===== src/rtl/mem_port_requester_if.sv =====
// Bundles the host request, memory issue/response and host response signals
// of the tagged memory-port requester. The master modport is the requester's
// view; the slave modport is the view of the host and memory around it.
interface mem_port_requester_if;
  logic        host_valid;
  logic        host_ready;
  logic [11:0] host_addr;
  logic        host_wen;
  logic [15:0] host_wdata;
  logic [1:0]  mem_req_tag;
  logic [11:0] mem_addr;
  logic [15:0] mem_data;
  logic        mem_wen;
  logic        mem_valid;
  logic        mem_freeze;
  logic [1:0]  mem_rsp_tag;
  logic [15:0] mem_rsp_data;
  logic        mem_rsp_valid;
  logic        rsp_valid;
  logic        rsp_ready;
  logic [15:0] rsp_data;
  logic        rsp_wen;
  logic        rsp_tag_err;

  modport master (
    input  host_valid, host_addr, host_wen, host_wdata,
    input  mem_freeze, mem_rsp_tag, mem_rsp_data, mem_rsp_valid,
    input  rsp_ready,
    output host_ready, mem_req_tag, mem_addr, mem_data, mem_wen, mem_valid,
    output rsp_valid, rsp_data, rsp_wen, rsp_tag_err
  );

  modport slave (
    output host_valid, host_addr, host_wen, host_wdata,
    output mem_freeze, mem_rsp_tag, mem_rsp_data, mem_rsp_valid,
    output rsp_ready,
    input  host_ready, mem_req_tag, mem_addr, mem_data, mem_wen, mem_valid,
    input  rsp_valid, rsp_data, rsp_wen, rsp_tag_err
  );
endinterface


===== src/rtl/mem_port_requester.sv =====
// Tagged memory-port requester: accepts host requests, issues them to memory
// with a 2-bit tag, collects out-of-order responses in a 4-entry tag table and
// returns them to the host strictly in allocation order.
//
// state | meaning
// IDLE  | no request presented to memory (mem_valid=0)
// ISSUE | registered request presented to memory until it fires (mem_valid=1)
module mem_port_requester #(
  parameter int MAX_OUTSTANDING = 4
) (
  input logic               clk,
  input logic               reset,
  mem_port_requester_if.master bus
);

  typedef enum logic {IDLE, ISSUE} state_t;

  state_t      state_q, state_d;
  logic [1:0]  alloc_ptr, head;
  logic [2:0]  outstanding;
  logic [3:0]  busy, done, wen_tab;
  logic [15:0] data_tab [4];
  logic [1:0]  req_tag_q;
  logic [11:0] addr_q;
  logic [15:0] wdata_q;
  logic        wen_q;
  logic        tag_err_q;

  logic mem_fire, accept, retire, rsp_ok, rsp_bad;

  assign mem_fire = (state_q == ISSUE) & ~bus.mem_freeze;
  // Only registered state feeds the occupancy test, so host_ready never
  // depends on a same-cycle retire.
  assign bus.host_ready = (outstanding < 3'(MAX_OUTSTANDING)) &
                          ((state_q == IDLE) | mem_fire);
  assign accept  = bus.host_valid & bus.host_ready;
  assign retire  = bus.rsp_valid & bus.rsp_ready;
  assign rsp_ok  = bus.mem_rsp_valid & busy[bus.mem_rsp_tag] & ~done[bus.mem_rsp_tag];
  assign rsp_bad = bus.mem_rsp_valid & ~(busy[bus.mem_rsp_tag] & ~done[bus.mem_rsp_tag]);

  assign bus.mem_valid   = (state_q == ISSUE);
  assign bus.mem_req_tag = bus.mem_valid ? req_tag_q : 2'd0;
  assign bus.mem_addr    = bus.mem_valid ? addr_q    : 12'd0;
  assign bus.mem_data    = bus.mem_valid ? wdata_q   : 16'd0;
  assign bus.mem_wen     = bus.mem_valid & wen_q;

  assign bus.rsp_valid   = busy[head] & done[head];
  assign bus.rsp_data    = bus.rsp_valid ? data_tab[head] : 16'd0;
  assign bus.rsp_wen     = bus.rsp_valid & wen_tab[head];
  assign bus.rsp_tag_err = tag_err_q;

  // Issue FSM next state: a fire without a new accept drops back to IDLE.
  always_comb begin
    state_d = state_q;
    case (state_q)
      IDLE:    if (accept) state_d = ISSUE;
      ISSUE:   if (mem_fire) state_d = accept ? ISSUE : IDLE;
      default: state_d = IDLE;
    endcase
  end

  // Issue state and the registered request presented to memory.
  always_ff @(posedge clk) begin
    if (reset) begin
      state_q   <= IDLE;
      req_tag_q <= 2'd0;
      addr_q    <= 12'd0;
      wdata_q   <= 16'd0;
      wen_q     <= 1'b0;
    end else begin
      state_q <= state_d;
      if (accept) begin
        req_tag_q <= alloc_ptr;
        addr_q    <= bus.host_addr;
        wen_q     <= bus.host_wen;
        wdata_q   <= bus.host_wen ? bus.host_wdata : 16'd0;
      end
    end
  end

  // Allocation/retire pointers and the outstanding count.
  always_ff @(posedge clk) begin
    if (reset) begin
      alloc_ptr   <= 2'd0;
      head        <= 2'd0;
      outstanding <= 3'd0;
    end else begin
      if (accept) alloc_ptr <= alloc_ptr + 2'd1;
      if (retire) head <= head + 2'd1;
      case ({accept, retire})
        2'b10:   outstanding <= outstanding + 3'd1;
        2'b01:   outstanding <= outstanding - 3'd1;
        default: outstanding <= outstanding;
      endcase
    end
  end

  // Tag table. Retire, response capture and allocation always touch distinct
  // entries: the head is done, a capturable entry is not, and the allocation
  // slot is free.
  always_ff @(posedge clk) begin
    if (reset) begin
      busy      <= 4'd0;
      done      <= 4'd0;
      tag_err_q <= 1'b0;
    end else begin
      if (retire) begin
        busy[head] <= 1'b0;
        done[head] <= 1'b0;
      end
      if (rsp_ok) begin
        done[bus.mem_rsp_tag]     <= 1'b1;
        data_tab[bus.mem_rsp_tag] <= wen_tab[bus.mem_rsp_tag] ? 16'd0 : bus.mem_rsp_data;
      end
      if (rsp_bad) tag_err_q <= 1'b1;
      if (accept) begin
        busy[alloc_ptr]    <= 1'b1;
        done[alloc_ptr]    <= 1'b0;
        wen_tab[alloc_ptr] <= bus.host_wen;
      end
    end
  end

endmodule


===== src/flat_wrapper.sv =====
// flat-port wrapper written by rule: the top's interface ports become plain ports
module mem_port_requester_flat 
#(
  parameter int MAX_OUTSTANDING = 4
)
  (clk, reset, bus_host_valid, bus_host_addr, bus_host_wen, bus_host_wdata, bus_mem_freeze, bus_mem_rsp_tag, bus_mem_rsp_data, bus_mem_rsp_valid, bus_rsp_ready, bus_host_ready, bus_mem_req_tag, bus_mem_addr, bus_mem_data, bus_mem_wen, bus_mem_valid, bus_rsp_valid, bus_rsp_data, bus_rsp_wen, bus_rsp_tag_err);
  mem_port_requester_if bus_i ();
  input logic clk;
  input logic reset;
  input wire logic [$bits(bus_i.host_valid)-1:0] bus_host_valid;
  input wire logic [$bits(bus_i.host_addr)-1:0] bus_host_addr;
  input wire logic [$bits(bus_i.host_wen)-1:0] bus_host_wen;
  input wire logic [$bits(bus_i.host_wdata)-1:0] bus_host_wdata;
  input wire logic [$bits(bus_i.mem_freeze)-1:0] bus_mem_freeze;
  input wire logic [$bits(bus_i.mem_rsp_tag)-1:0] bus_mem_rsp_tag;
  input wire logic [$bits(bus_i.mem_rsp_data)-1:0] bus_mem_rsp_data;
  input wire logic [$bits(bus_i.mem_rsp_valid)-1:0] bus_mem_rsp_valid;
  input wire logic [$bits(bus_i.rsp_ready)-1:0] bus_rsp_ready;
  output wire logic [$bits(bus_i.host_ready)-1:0] bus_host_ready;
  output wire logic [$bits(bus_i.mem_req_tag)-1:0] bus_mem_req_tag;
  output wire logic [$bits(bus_i.mem_addr)-1:0] bus_mem_addr;
  output wire logic [$bits(bus_i.mem_data)-1:0] bus_mem_data;
  output wire logic [$bits(bus_i.mem_wen)-1:0] bus_mem_wen;
  output wire logic [$bits(bus_i.mem_valid)-1:0] bus_mem_valid;
  output wire logic [$bits(bus_i.rsp_valid)-1:0] bus_rsp_valid;
  output wire logic [$bits(bus_i.rsp_data)-1:0] bus_rsp_data;
  output wire logic [$bits(bus_i.rsp_wen)-1:0] bus_rsp_wen;
  output wire logic [$bits(bus_i.rsp_tag_err)-1:0] bus_rsp_tag_err;
  assign bus_i.host_valid = bus_host_valid;
  assign bus_i.host_addr = bus_host_addr;
  assign bus_i.host_wen = bus_host_wen;
  assign bus_i.host_wdata = bus_host_wdata;
  assign bus_i.mem_freeze = bus_mem_freeze;
  assign bus_i.mem_rsp_tag = bus_mem_rsp_tag;
  assign bus_i.mem_rsp_data = bus_mem_rsp_data;
  assign bus_i.mem_rsp_valid = bus_mem_rsp_valid;
  assign bus_i.rsp_ready = bus_rsp_ready;
  assign bus_host_ready = bus_i.host_ready;
  assign bus_mem_req_tag = bus_i.mem_req_tag;
  assign bus_mem_addr = bus_i.mem_addr;
  assign bus_mem_data = bus_i.mem_data;
  assign bus_mem_wen = bus_i.mem_wen;
  assign bus_mem_valid = bus_i.mem_valid;
  assign bus_rsp_valid = bus_i.rsp_valid;
  assign bus_rsp_data = bus_i.rsp_data;
  assign bus_rsp_wen = bus_i.rsp_wen;
  assign bus_rsp_tag_err = bus_i.rsp_tag_err;
  mem_port_requester #(.MAX_OUTSTANDING(MAX_OUTSTANDING)) u_core (.clk(clk), .reset(reset), .bus(bus_i));
endmodule

===== config.mk =====
export PLATFORM = sky130hd
export DESIGN_NAME = mem_port_requester_flat
export DESIGN_NICKNAME = d
export VERILOG_FILES = /design/src/rtl/mem_port_requester_if.sv /design/src/rtl/mem_port_requester.sv /design/src/flat_wrapper.sv
export SDC_FILE = /design/constraint.sdc
export NUM_CORES = 1
export LEC_CHECK = 0
export BUFFER_PORTS_ARGS = -buffer_cell sky130_fd_sc_hd__buf_2
export CAP_MARGIN = 20
export CORE_ASPECT_RATIO = 1.75
export CORE_MARGIN = 2
export CORE_UTILIZATION = 51
export CTS_BUF_LIST = sky130_fd_sc_hd__clkbuf_4
export DETAILED_ROUTE_END_ITERATION = 8
export PLACE_DENSITY = 0.89
export REMOVE_ABC_BUFFERS = 1
export SLEW_MARGIN = 0
export SYNTH_ARGS = -nofsm -noshare
export SYNTH_HDL_FRONTEND = slang
export SYNTH_SLANG_ARGS = --single-unit

===== constraint.sdc =====
create_clock -name clk -period 2.5 [get_ports clk]
set_input_delay 0.125 -clock clk [delete_from_list [all_inputs] [get_ports clk]]
set_output_delay 0.125 -clock clk [all_outputs]
set_load 0.005 [all_outputs]

==> metrics <==
outcome=finished clean; Filler Cells Inserted=686; worst slew margin relative to its limit=66.03%; Layout Skew=0.01874 ns; total global routing overflow=0; DRC violations left=0; Post-Syn Instances=415; smallest hold slack=0.04688 ns; count of antenna-violating nets left after detailed routing=0; effective utilization at floorplan=52.72%; Least-Margin Pin Slew=0.5077 ns; switching power share of the total=22.36%; Detailed Place HPWL=7464 µm; post-synthesis cell type count=35; cell type with the highest aggregate area in the netlist=edfxtp_1; largest net degree at the start of global routing=38; Hold Crit Depth=2; total global routing track utilization=24.23%; R2R depth=8; clock root buffer master=clkbuf_4; core area=0.009527 mm²; die height=135.3 µm; top-area cell type share of the netlist area=40.66%; proportion of synthesized flip-flops having asynchronous set or reset=0%; sink of the worst hold path=u_core.data_tab[2][13]; first-pass GRT wire length=19360 µm; worst supply voltage drop on vdd=541.6 µV; Critical Path Start Type=register; insertion delay to the later sink of the worst-skew pair=0.51 ns; wire length per cell=17.41 µm; reported leakage power=2.531 nW; share of the core filled with cells in the final layout=67.59%; cell internal power dissipation=0.002902 W; nets@finish=635; number of enable flip-flop cells after synthesis=68; fmax=443.2 MHz; largest buffer count on any clock path=2; Reg-to-Reg End=u_core.outstanding[2]; mapped cell area=0.005022 mm²; Iteration-0 DRC Markers=171; number of iterations in the first detailed-routing pass=5; IO Count=105; initial antenna violation count=0; Worst Path Arrival=2.68 ns; number of buffers added by the clock tree synthesis step=17; Tcrit/Tclk final=90.25%; fraction of layout cells with a size suffix above 1=28.55%; post-layout min period=2.256 ns; Placed Area=0.005675 mm²; routed via count=3879; setup repair after global routing missed its margin=false; count of synthesis-stage warnings from yosys=0; Clock Sinks=118; Port Buf Inserts=104; Main synth FF type=edfxtp_1; count leader, synth=edfxtp_1; Max Transition Viols Final=0; worst flop-to-flop path startpoint=u_core.head[1]; clock-pin slew on the worst setup and hold paths=0.09 ns; Routed Wire Length=12310 µm; post-synthesis to final-layout area growth=28.20%; cts repair resizes=0; power share of the sequential group=57.0%; final weighted congestion in routability-driven placement=0.8547; CTS tree=built; final cell area excluding filler cells=0.006439 mm²; die width=79.02 µm; final antenna diode count=0; main area contributors after synthesis=edfxtp_1, dfxtp_1, mux4_2, and2_1, nand2_1; vias in the first global route=4061; CP required=2.92 ns; number of violations of the max-capacitance limit=0; top cells by count, synth=edfxtp_1, nand2_1, dfxtp_1; number of synthesized register bits=118; Min-Delay Startpoint=bus_mem_rsp_data[13]; share of total power in the clock network=34.1%; Site Rows=47; Switching Power=0.0008360 W; Die Area=0.01069 mm²; Avg Cell Area, Syn=12.10 µm²; class of the most critical hold timing path=in2reg; maximum level of the CTS H-tree=4; startpoint-to-endpoint class of the critical path=reg2reg; Crit. End Element=register; share of synthesized area occupied by flip-flops and latches=60.59%; via density per instance=5.487; Logic pwr share=8.9%; number of failing setup endpoints in the final timing report=0; Final Hold Vio Count=0; crit path max fanout=5; total power=0.003738 W; power per standard cell area=580.6 mW/mm²; register-to-register setup slack=0.24 ns
[layer usage]
layer / wire length, µm / global-route usage [%] / vias up
met5: 0 / 0 / -
met4: 417 / 12.26 / 0
met3: 902 / 6.800 / 39
met2: 6797 / 45.90 / 184
met1: 4190 / 23.09 / 1872
li1: - / - / 1784
[cell families after synthesis]
family	after synthesis	synth area share [%]
fa+ha+maj	10	2.641
compound gates	55	6.203
mux	20	8.719
flops	118	60.59
xor+xnor	3	0.5233
simple gates	175	18.46
buf+inv	34	2.865
[power by group through the flow]
| stage | clock network (W) | logic (W) | registers, W |
|---|---|---|---|
| 2_1_floorplan | 0 | 0.000130 | 0.00217 |
| 3_3_place_gp | 0 | 0.000249 | 0.00217 |
| 3_5_place_dp | 0 | 0.000260 | 0.00217 |
| 4_1_cts | 0.00130 | 0.000322 | 0.00213 |
| 5_1_grt | 0.00136 | 0.000364 | 0.00214 |
| 6_report | 0.00128 | 0.000333 | 0.00213 |
[state kept, by name, summed over array words and instances (netlist names), named ones only]
register and count:
u_core.addr_q 12, u_core.alloc_ptr 2, u_core.bus.mem_valid 1, u_core.bus.rsp_tag_err 1, u_core.busy 4, u_core.data_tab 64
u_core.done 4, u_core.head 2, u_core.outstanding 3, u_core.req_tag_q 2, u_core.wdata_q 16, u_core.wen_q 1
u_core.wen_tab 4
[critical path: stages (launching register included)]
cell and delay, ns:
dfxtp_1 0.43, inv_2 0.09, mux4_2 0.35, nor2_1 0.06, ha_1 0.22, fa_1 0.40
xnor2_1 0.16, or3_1 0.32, a21oi_1 0.16
[what timing repair did]
item,4_1_cts,5_1_grt
hold buffers,50,0
hold endpoints to repair,88,0
setup buffers,0,0
[worst max-delay path by stage]
stage	start	to	slack (ns)	cells after the start
3_3_place_gp	u_core.head[1]	u_core.outstanding[2]	0.40	8
3_5_place_dp	u_core.head[1]	u_core.outstanding[2]	0.25	8
4_1_cts	u_core.head[1]	u_core.outstanding[2]	0.22	8
6_report	u_core.head[1]	u_core.outstanding[2]	0.24	8
2_1_floorplan	u_core.bus.mem_valid	u_core.outstanding[2]	-1.29	8
5_1_grt	u_core.head[1]	u_core.outstanding[2]	0.13	8
[metrics by stage]
stage	cells	setup TNS [ns]	setup slack (ns)
final	707	0	0.2437
after global routing	707	0	0.1330
after CTS	707	0	0.2181
after detailed placement	625	0	0.2508
after global placement	625	0	0.3965
after floorplan	388	-22.67	-1.294
[cells in the final DEF (no fill, tap or decap), types with 19 or more instances in the layout]
cell type,n
a21oi_1,39
and2_1,36
buf_2,104
clkbuf_4,23
dfxtp_1,50
dlygate4sd3_1,50
edfxtp_1,68
mux4_2,19
nand2_1,59
nor2b_1,28
[layout make-up]
class                   count  area [µm²]  area share (%)
clock buffers              23       172.7           2.682
clock inverters             9       90.09           1.399
inverters                   7       26.28          0.4081
multi-input cells         263        1851           28.74
flip-flops and latches    118        3043           47.26
well taps                 122       152.6           2.371
repair buffers            165        1104           17.14
(Power assumes the default switching activity.)
